File: src/rtl/fetch_ctrl.sv
// Instruction-fetch sequencer: owns the fetch PC, reads a combinational ROM and
// queues {instruction, PC} pairs in a small prefetch FIFO drained by decode.
module fetch_ctrl #(
    parameter int                 tamanho      = 32,
    parameter int                 profundidade = 4,
    parameter logic [tamanho-1:0] pc_inicial   = '0
) (
    input  logic                              clk,
    input  logic                              rst_n,
    output logic [tamanho-1:0]                mem_addr,
    input  logic [tamanho-1:0]                mem_data,
    output logic [tamanho-1:0]                instr,
    output logic [tamanho-1:0]                instr_pc,
    output logic                              instr_valid,
    input  logic                              instr_ready,
    input  logic                              redirect,
    input  logic [tamanho-1:0]                redirect_pc,
    input  logic                              halt,
    output logic [$clog2(profundidade):0]     count
);

    localparam int pw = $clog2(profundidade);
    localparam int cw = pw + 1;

    logic [tamanho-1:0] fetch_pc;
    logic [pw-1:0]      wr_ptr;
    logic [pw-1:0]      rd_ptr;
    logic               push;
    logic               pop;
    logic               unused_bits;

    logic [tamanho-1:0] instr_mem [profundidade];
    logic [tamanho-1:0] pc_mem    [profundidade];

    // The low two target bits are dropped because fetch is word aligned.
    assign unused_bits = ^redirect_pc[1:0];

    assign mem_addr    = fetch_pc;
    assign instr_valid = (count != '0);

    // NOTE: every always_comb output gets a value on every path, so no latch is inferred.
    always_comb begin
        pop  = instr_valid & instr_ready & ~redirect;
        push = ~redirect & ~halt & ((count < cw'(profundidade)) | pop);
    end

    // NOTE: sequential state uses non-blocking assignments so all registers update together at the edge.
    always_ff @(posedge clk or negedge rst_n) begin
        if (!rst_n) begin
            fetch_pc <= pc_inicial;
            wr_ptr   <= '0;
            rd_ptr   <= '0;
            count    <= '0;
        end else if (redirect) begin
            fetch_pc <= {redirect_pc[tamanho-1:2], 2'b00};
            wr_ptr   <= '0;
            rd_ptr   <= '0;
            count    <= '0;
        end else begin
            if (push) begin
                wr_ptr   <= wr_ptr + pw'(1);
                fetch_pc <= fetch_pc + tamanho'(4);
            end
            if (pop) begin
                rd_ptr <= rd_ptr + pw'(1);
            end
            case ({push, pop})
                2'b10:   count <= count + cw'(1);
                2'b01:   count <= count - cw'(1);
                default: count <= count;
            endcase
        end
    end

    // NOTE: the storage array is not reset; stale slots are never visible because the head is masked while empty.
    always_ff @(posedge clk) begin
        if (push) begin
            instr_mem[wr_ptr] <= mem_data;
            pc_mem[wr_ptr]    <= fetch_pc;
        end
    end

    assign instr    = instr_valid ? instr_mem[rd_ptr] : '0;
    assign instr_pc = instr_valid ? pc_mem[rd_ptr]    : '0;

endmodule

File: config.mk
export PLATFORM = sky130hd
export DESIGN_NAME = fetch_ctrl
export DESIGN_NICKNAME = d
export VERILOG_FILES = /design/src/rtl/fetch_ctrl.sv
export SDC_FILE = /design/constraint.sdc
export NUM_CORES = 1
export LEC_CHECK = 0
export CELL_PAD_IN_SITES_DETAIL_PLACEMENT = 1
export CELL_PAD_IN_SITES_GLOBAL_PLACEMENT = 1
export CORE_MARGIN = 5
export CORE_UTILIZATION = 40
export CTS_BUF_LIST = sky130_fd_sc_hd__clkbuf_8
export DETAILED_ROUTE_END_ITERATION = 6
export GPL_ROUTABILITY_DRIVEN = 0
export PLACE_DENSITY = 0.7
export SLEW_MARGIN = 10
export SYNTH_ARGS = -nofsm -noshare
export SYNTH_HDL_FRONTEND = slang
export SYNTH_SLANG_ARGS = --single-unit
File: constraint.sdc
create_clock -name clk -period 7.75 [get_ports clk]
set_clock_uncertainty 0.05 [all_clocks]
set_input_delay 1.55 -clock clk [delete_from_list [all_inputs] [get_ports clk]]
set_output_delay 1.55 -clock clk [all_outputs]
set_load 0.1 [all_outputs]
==> impl_metrics.tcl, run 1 <==
set metrics [dict create \
    clk_pin_slew_ns 0.06 \
    yosys_register_bits 285 \
    grt_antenna_before_repair 0 \
    power.density_nw_per_um2 409 \
    start_util_pct 40.3 \
    route.detailed.drc 0 \
    die_area_um2 32400 \
    power.internal_mw 3.22 \
    grt_max_degree 69 \
    seq_area_frac_synth_pct 72.5 \
    synthArstFlopShare_pct 13.0 \
    yosys-mux-area-fraction_pct 12.4 \
    area_delta_synth_final_pct 26.0 \
    viasPerCell 5.13 \
    clk_latency_ns 0.56 \
    p_clk_share_pct 23.1 \
    r2r_start "count[0]" \
    port_buffers 162 \
    yosysWarnings 0 \
    synth-xor-area-share_pct 1.97 \
    crit_type "register to output port" \
    ir_drop_mv 0.413 \
    grt_usage_pct 16.3 \
    first_pass_iters 4 \
    synth_top_cell_by_area "edfxtp_1" \
    routed_wirelength_mm 26.5 \
    synthCells 636 \
    grt_overflow 0 \
    whs_ns 0.550 \
    hp-class "register to register" \
    ant_nets 0 \
    yosys-top-cells-area "edfxtp_1, mux4_2, dfrtp_1, and2_1, xor2_1" \
    synthSimpleGateAreaFrac_pct 9.13 \
    synth_compound_gate_area_share_pct 1.67 \
    clk_path_buf_depth 3 \
    p_switching_mw 2.74 \
    arrival_ns 3.88 \
    synth_cell_type_count 44 \
    cts_setup_buffers 0 \
    dp.final_hpwl_mm 15.7 \
    worst_pin_slew_ns 1.09 \
    max_freq_mhz 183 \
    hold_buffers 0 \
    mappedNetlistArea_um2 11500 \
    nNetsFinal 896 \
    critPathRequiredTime_ns 6.15 \
    synth_common_cells "edfxtp_1, and2_1, mux4_2" \
    cts-root-buf "clkbuf_8" \
    start_kind "register" \
    synth_edf_count 248 \
    cts_tree "yes" \
    critPathMaxFanout 43 \
    p_leak_nw 4.86 \
    grt_pass1_vias 7283 \
    fin_crit_sh_pct 70.7 \
    setup-tns-final_ns 0 \
    layout-drive-gt1-share_pct 18.1 \
    rows 62 \
    synth_top_area_share_pct 64.5 \
    wl_per_cell_um 21.3 \
    vias 6385 \
    slew_headroom_pct 27.1 \
    core_um2 28600 \
    max_cap_viol_count 0 \
    htreeDepth 2 \
    crit_start "rd_ptr[0]" \
    num_io_pins 169 \
    syn_avg_cell_area_um2 18.2 \
    ys_dominant_reg_cell "edfxtp_1" \
    dieWidth_um 180 \
    drtIter0Drc 381 \
    num_antenna_cells 0 \
    synth_most_common_cell "edfxtp_1" \
    finalHoldViolCount 0 \
    power_frac_comb_pct 44.8 \
    switching_share_pct 46.0 \
    status "finished clean" \
    min-delay-start "wr_ptr[1]" \
    seqPwrFrac_pct 32.1 \
    numCtsBuffers 49 \
    ctsResizeCount 0 \
    end_kind "output port" \
    grt_pass1_wl_mm 42.0 \
    die-height_um 180 \
    slew_viol_final 0 \
    rsz0062_at_grt "false" \
    clock-sinks 285 \
    synthAdderAreaFrac_pct 0.715 \
    min_period_ns 5.48 \
    setup_viol 0 \
    synth_top_family_by_area "multiplexers" \
]
sequential cells by signal, indices dropped and copies added (netlist names):
signal	count
mem_addr	30
count	3
wr_ptr	2
rd_ptr	2
instr_mem	128
pc_mem	120
per-layer routing:
metal	global-route usage (%)	part of all wire, %	vias to the layer above
met4	4.02	1.6	0
met1	22.1	43	3288
met2	27.1	49	204
met5	0	0	-
li1	-	-	2852
met3	3.82	6.5	41
placed cells by master (no fill, tap or decap), types with 3 or more instances in the layout:
cell,count
edfxtp_1,248
clkdlybuf4s50_1,160
and2_1,63
mux4_2,62
clkbuf_8,58
nand2_1,40
dfrtp_1,35
o21ai_0,22
inv_1,19
xor2_1,18
nand3_1,16
nand4_1,11
nor2_1,10
clkinv_2,10
xnor2_1,8
o21ai_1,6
and3_1,5
ha_1,5
and2_4,4
nor2b_1,4
a21oi_1,4
conb_1,4
clkinv_1,4
mux2i_1,3
and4_1,3
nor4_4,3
or3_1,3
bufinv_16,3
buf_4,3
power by group through the flow:
| stage | sequential (mW) | clock, mW | combinational [mW] |
|---|---|---|---|
| 2_1_floorplan | 2.02 | 0 | 1.95 |
| 3_3_place_gp | 1.94 | 0 | 2.68 |
| 3_5_place_dp | 1.95 | 0 | 2.70 |
| 4_1_cts | 1.92 | 1.43 | 2.70 |
| 5_1_grt | 1.93 | 1.50 | 2.76 |
| 6_report | 1.91 | 1.38 | 2.67 |
critical path, cell delays in order, from the launching register on:
cell and delay (ns):
dfrtp_4 1.03, buf_4 0.53, mux4_2 0.56, and2_1 0.19
clkdlybuf4s50_1 0.98
worst paths after layout:
kind / cells after the start / end / slack [ns]
max in group asynchronous: 1 / rd_ptr[1] / 5.91
setup / recovery: 4 / instr[0] / 2.27
hold reg to reg: 2 / wr_ptr[1] / 0.55
hold / removal: 2 / wr_ptr[1] / 0.55
min in group asynchronous: 1 / mem_addr[7] / 1.07
setup reg to reg: 9 / count[2] / 4.99
cell type report:
cell class	count	area, µm²
tap	384	480
inverter	4	15.0
fill	2683	14100
clock buffer	58	798
clock inverter	33	219
timing repair buffer	165	1630
sequential	285	8380
multi-input combinational	316	3020
through the flow:
step	instance area [µm²]	power, mW	instances	setup WS (ns)	util, %
4_1_cts	14500	6.05	1245	2.11	50.8
3_5_place_dp	13500	4.65	1154	2.73	47.3
6_report	14500	5.96	1245	2.27	50.8
3_3_place_gp	13500	4.61	1154	2.74	47.3
2_1_floorplan	11600	3.97	639	2.85	-
5_1_grt	14500	6.20	1245	1.98	50.8
logic make-up after synthesis:
logic type / count (synthesis)
muxes: 66
buffers and inverters: 38
adders and majority gates: 6
xor gates and xnor gates: 26
DFF: 285
AOI/OAI and AO/OA: 36
other: 1
and+or+nand+nor: 178
Power figures use the tool's default switching activity.
==> run 2: changes to the inputs <==
- PLACE_DENSITY: 0.7 -> 0.72
- clock period: 7.75 -> 4.45 ns (I/O delays scaled with it)
==> run 2 against run 1 <==
  * Design area down 1.6%
  * Register-to-register slack got worse by 3.3 ns
  * Largest cell class unchanged
  * Non-clock buffer count is 8 higher
  * Highest routed layer unchanged
  * Setup slack got worse by 1.4 ns
  * Count of clock-buffer cells in the layout fell by 11
  * Via count is 0.78% higher
  * Critical path depth unchanged
  * Utilization shrank 0.80 points
  * Routed wire length grew 1.9%
  * Cell count barely moved
  * Die area unchanged
  * Flip-flop and latch count unchanged
==> impl_metrics.tcl, run 2 (synthesis gave the netlist of run 1 again) <==
set metrics [dict create \
    htreeDepth 2 \
    start_kind "register" \
    layout-drive-gt1-share_pct 23.9 \
    ctsResizeCount 0 \
    clk_pin_slew_ns 0.06 \
    end_kind "output port" \
    cts_setup_buffers 0 \
    num_io_pins 169 \
    preCtsSetupSlack_ns 1.08 \
    whs_ns 0.429 \
    grt_pass1_vias 7458 \
    stdcell_area_um2 14300 \
    die_area_um2 32400 \
    hold_buffers 0 \
    max_freq_mhz 278 \
    ant_nets 0 \
    hp-class "input pin to async pin" \
    slew_viol_final 0 \
    crit_type "register to output port" \
    clock-sinks 285 \
    cts_tree "yes" \
    grt_usage_pct 16.6 \
    slew_headroom_pct 31.7 \
    final_cells 1246 \
    core_um2 28600 \
    placed_cells 1162 \
    cts-root-buf "clkbuf_8" \
    wl_per_cell_um 21.7 \
    first_pass_iters 4 \
    setup-tns-final_ns 0 \
    max_cap_viol_count 0 \
    finalHoldViolCount 0 \
    power.density_nw_per_um2 692 \
    top_register "instr_mem" \
    critPathRequiredTime_ns 3.51 \
    met2_length_mm 13.3 \
    grt_pass1_wl_mm 42.9 \
    dieWidth_um 180 \
    worst_pin_slew_ns 1.02 \
    drtIter0Drc 407 \
    grt_max_degree 68 \
    die-height_um 180 \
    grt_overflow 0 \
    maxUsedRoutingLayer "met4" \
    port_buffers 162 \
    min_period_ns 3.59 \
    layout_common_cells "edfxtp_1, clkdlybuf4s50_1, buf_4" \
    nNetsFinal 901 \
    grt_antenna_before_repair 0 \
    arrival_ns 2.65 \
    fillers 2714 \
    setup_viol 0 \
    wl_met3_mm 1.63 \
    placed_area_um2 13500 \
    largest_reg_flops 128 \
    fin_ws_ns 0.857 \
    route.detailed.drc 0 \
    area_delta_synth_final_pct 24.0 \
    fin_crit_sh_pct 80.7 \
    clk_path_buf_depth 3 \
    p_leak_nw 4.92 \
    start_util_pct 40.3 \
    reg2reg_depth 9 \
    critPathMaxFanout 19 \
    rows 62 \
    viasPerCell 5.16 \
    ir_drop_mv 0.292 \
    num_antenna_cells 0 \
    numCtsBuffers 46 \
    rsz0062_at_grt "false" \
    status "finished clean" \
    met1_length_mm 11.8 \
    dp.final_hpwl_mm 17.4 \
    vias 6435 \
    routed_wirelength_mm 27.1 \
    clk_latency_ns 0.54 \
    layout_commonest_cell "edfxtp_1" \
]
-- run 2: changes by cell type in the layout (fill, tap and decap cells not counted), moves of 5 or more --
cell             delta
clkinv_2            -7
clkbuf_8           -11
clkinv_1            +9
buf_4              +65
buf_12              +5
clkdlybuf4s50_1    -62
-- run 2: final timing paths --
| path | from | end | slack, ns |
|---|---|---|---|
| max in group asynchronous | rst_n | rd_ptr[0] | 3.23 |
| min in group clk | mem_addr[31] | pc_mem[3][31] | 0.57 |
| worst max-delay path | rd_ptr[0] | instr_pc[30] | 0.86 |
| worst max register to register | count[1] | count[2] | 1.65 |
| worst min register to register | mem_addr[31] | pc_mem[3][31] | 0.57 |
| worst min-delay path | rst_n | mem_addr[6] | 0.43 |
-- run 2: area by class of cell --
cell class,instances,area [µm²],share of cell area (%)
sequential,285,8380,58.5
multi-input combinational,316,3020,21.1
timing repair buffer,173,1600,11.2
clock buffer,47,647,4.52
tap,384,480,3.36
clock inverter,37,173,1.21
inverter,4,15.0,0.105
-- run 2: critical path: stages (launching register included) --
cell and delay (ns):
dfrtp_4 0.66, buf_4 0.44, mux4_2 0.54, and2_1 0.21, buf_4 0.24
-- run 2: stage by stage --
stage                     utilization, %  power [mW]
after floorplan                        -        6.91
after global placement              47.2        7.95
after detailed placement            47.2        8.01
after CTS                           50.0        10.0
after global routing                50.0        10.3
final                               50.0        9.92
-- run 2: where the power goes --
| part | internal [mW] | switching [mW] | total, mW |
|---|---|---|---|
| registers | 3.10 | 0.197 | 3.30 |
| clock network | 1.04 | 0.977 | 2.01 |
| logic | 1.04 | 3.56 | 4.60 |
| total | 5.18 | 4.73 | 9.92 |
-- run 2: layer usage --
layer	vias up	global-route usage (%)
li1	2851	-
met1	3343	22.6
met2	210	27.9
met3	31	3.82
met4	0	3.38
met5	-	0
==> run 3: changes to the inputs <==
- clock period: 4.45 -> 3.3 ns (I/O delays scaled with it)
==> run 3 against run 2 <==
  * Cell count increased by 0.64%
  * Sequential power increased by 33%
  * Via count increased by 0.34%
  * Design area increased by 6.6%
  * Worst hold slack got worse by 0.23 ns
  * Largest cell class unchanged
  * Clock power increased by 53%
  * Sequential share of layout area decreased by 3.6 points
  * Flip-flop and latch count unchanged
  * Non-clock buffer count increased by 6
  * Total power increased by 52%
  * Combinational power increased by 66%
==> impl_metrics.tcl, run 3 (synthesis gave the netlist of run 1 again) <==
set metrics [dict create \
    status "finished clean" \
    slew_viol_final 0 \
    layout-drive-gt1-share_pct 31.0 \
    clk_latency_ns 0.53 \
    setup-tns-final_ns 0 \
    hold_buffers 0 \
    first_pass_iters 4 \
    worst_pin_slew_ns 0.889 \
    area_delta_synth_final_pct 32.2 \
    p_leak_nw 5.25 \
    clk_path_buf_depth 3 \
    critPathMaxFanout 64 \
    route.detailed.drc 0 \
    critPathMaxStageDelay_ns 0.50 \
    crit_type "register to output port" \
    grt_antenna_before_repair 0 \
    fin_ws_ns 0.248 \
    final_core_util_pct 53.3 \
    die_area_um2 32400 \
    grt_pass1_wl_mm 43.6 \
    htreeDepth 2 \
    finalHoldViolCount 0 \
    critPathRequiredTime_ns 2.59 \
    layout_commonest_cell "edfxtp_1" \
    die-height_um 180 \
    met2_length_mm 13.9 \
    cts-root-buf "clkbuf_8" \
    start_util_pct 40.3 \
    cpMaxStageDelayCell "or3_2" \
    met1_length_mm 11.8 \
    start_kind "register" \
    wl_met3_mm 1.66 \
    largest_reg_flops 128 \
    slew_headroom_pct 40.7 \
    numCtsBuffers 46 \
    grt_pass1_vias 7291 \
    maxUsedRoutingLayer "met4" \
    viasPerCell 5.15 \
    nNetsFinal 907 \
    clk_pin_slew_ns 0.06 \
    setup_viol 0 \
    vias 6457 \
    grt_usage_pct 16.9 \
    cts_tree "yes" \
    arrival_ns 2.34 \
    preCtsSetupSlack_ns 0.316 \
    core_um2 28600 \
    wl_per_cell_um 22.0 \
    final_cells 1254 \
    worstPathCellList "or3_2 -> buf_4 -> and2_1 -> buf_12" \
    ctsResizeCount 0 \
    layout_common_cells "edfxtp_1, buf_12, clkdlybuf4s50_1" \
    whs_ns 0.202 \
    routed_wirelength_mm 27.6 \
    num_io_pins 169 \
    placed_cells 1168 \
    port_buffers 162 \
    rows 62 \
    min_period_ns 3.05 \
    dp.final_hpwl_mm 18.2 \
    grt_overflow 0 \
    p_total_mw 15.1 \
    cts_setup_buffers 0 \
    max_cap_viol_count 0 \
    max_freq_mhz 328 \
    rsz0062_at_grt "false" \
    dieWidth_um 180 \
    ir_drop_mv 0.588 \
    end_kind "output port" \
    clock-sinks 285 \
    stdcell_area_um2 15300 \
    fin_crit_sh_pct 92.5 \
    drtIter0Drc 325 \
    power.density_nw_per_um2 990 \
    hp-class "input pin to async pin" \
    top_register "instr_mem" \
    placed_area_um2 14300 \
    ant_nets 0 \
    grt_max_degree 65 \
]
run 3: cell types whose count changed in the layout (fill, tap and decap cells not counted), sizes merged:
| cell | before | now |
|---|---|---|
| buf | 75 | 115 |
| inv | 23 | 8 |
| diode | 0 | 1 |
| clkdlybuf4s50 | 98 | 64 |
| clkbuf | 47 | 54 |
| clkinvlp | 1 | 0 |
| bufinv | 1 | 3 |
| clkinv | 16 | 24 |
run 3: final timing paths:
check                      startpoint           end  slack [ns]  cells after the start
setup / recovery             count[1]   instr_pc[3]        0.25                      4
hold / removal                  rst_n  mem_addr[21]        0.20                      1
setup reg to reg             count[1]      count[2]        1.02                      8
hold reg to reg             wr_ptr[1]     wr_ptr[1]        0.56                      2
max in group asynchronous       rst_n     rd_ptr[1]        2.35                      1
min in group clk            wr_ptr[1]     wr_ptr[1]        0.56                      2
run 3: critical path, delay by kind of cell (launching register included):
kind,cells,cell delay [ns]
AND/OR/NAND/NOR,2,0.81
buffers and inverters,2,0.54
flip-flops,1,0.42
run 3: area by class of cell:
cell class / count / area [µm²]
antenna: 1 / 2.50
tap: 384 / 480
multi-input combinational: 316 / 3030
inverter: 4 / 15.0
clock inverter: 31 / 206
fill: 2629 / 13400
timing repair buffer: 179 / 2400
sequential: 285 / 8380
clock buffer: 54 / 743
run 3: report_power, final:
part	leakage, nW	internal, mW	switching, mW
sequential	2.71	4.18	0.200
clock	0.511	1.73	1.34
combinational	2.02	2.52	5.12
total	5.25	8.43	6.67
run 3: metal layers:
metal / vias to the layer above / track usage [%]
met5: - / 0
met4: 0 / 3.32
met3: 28 / 4.08
met2: 228 / 28.8
met1: 3323 / 22.5
li1: 2878 / -
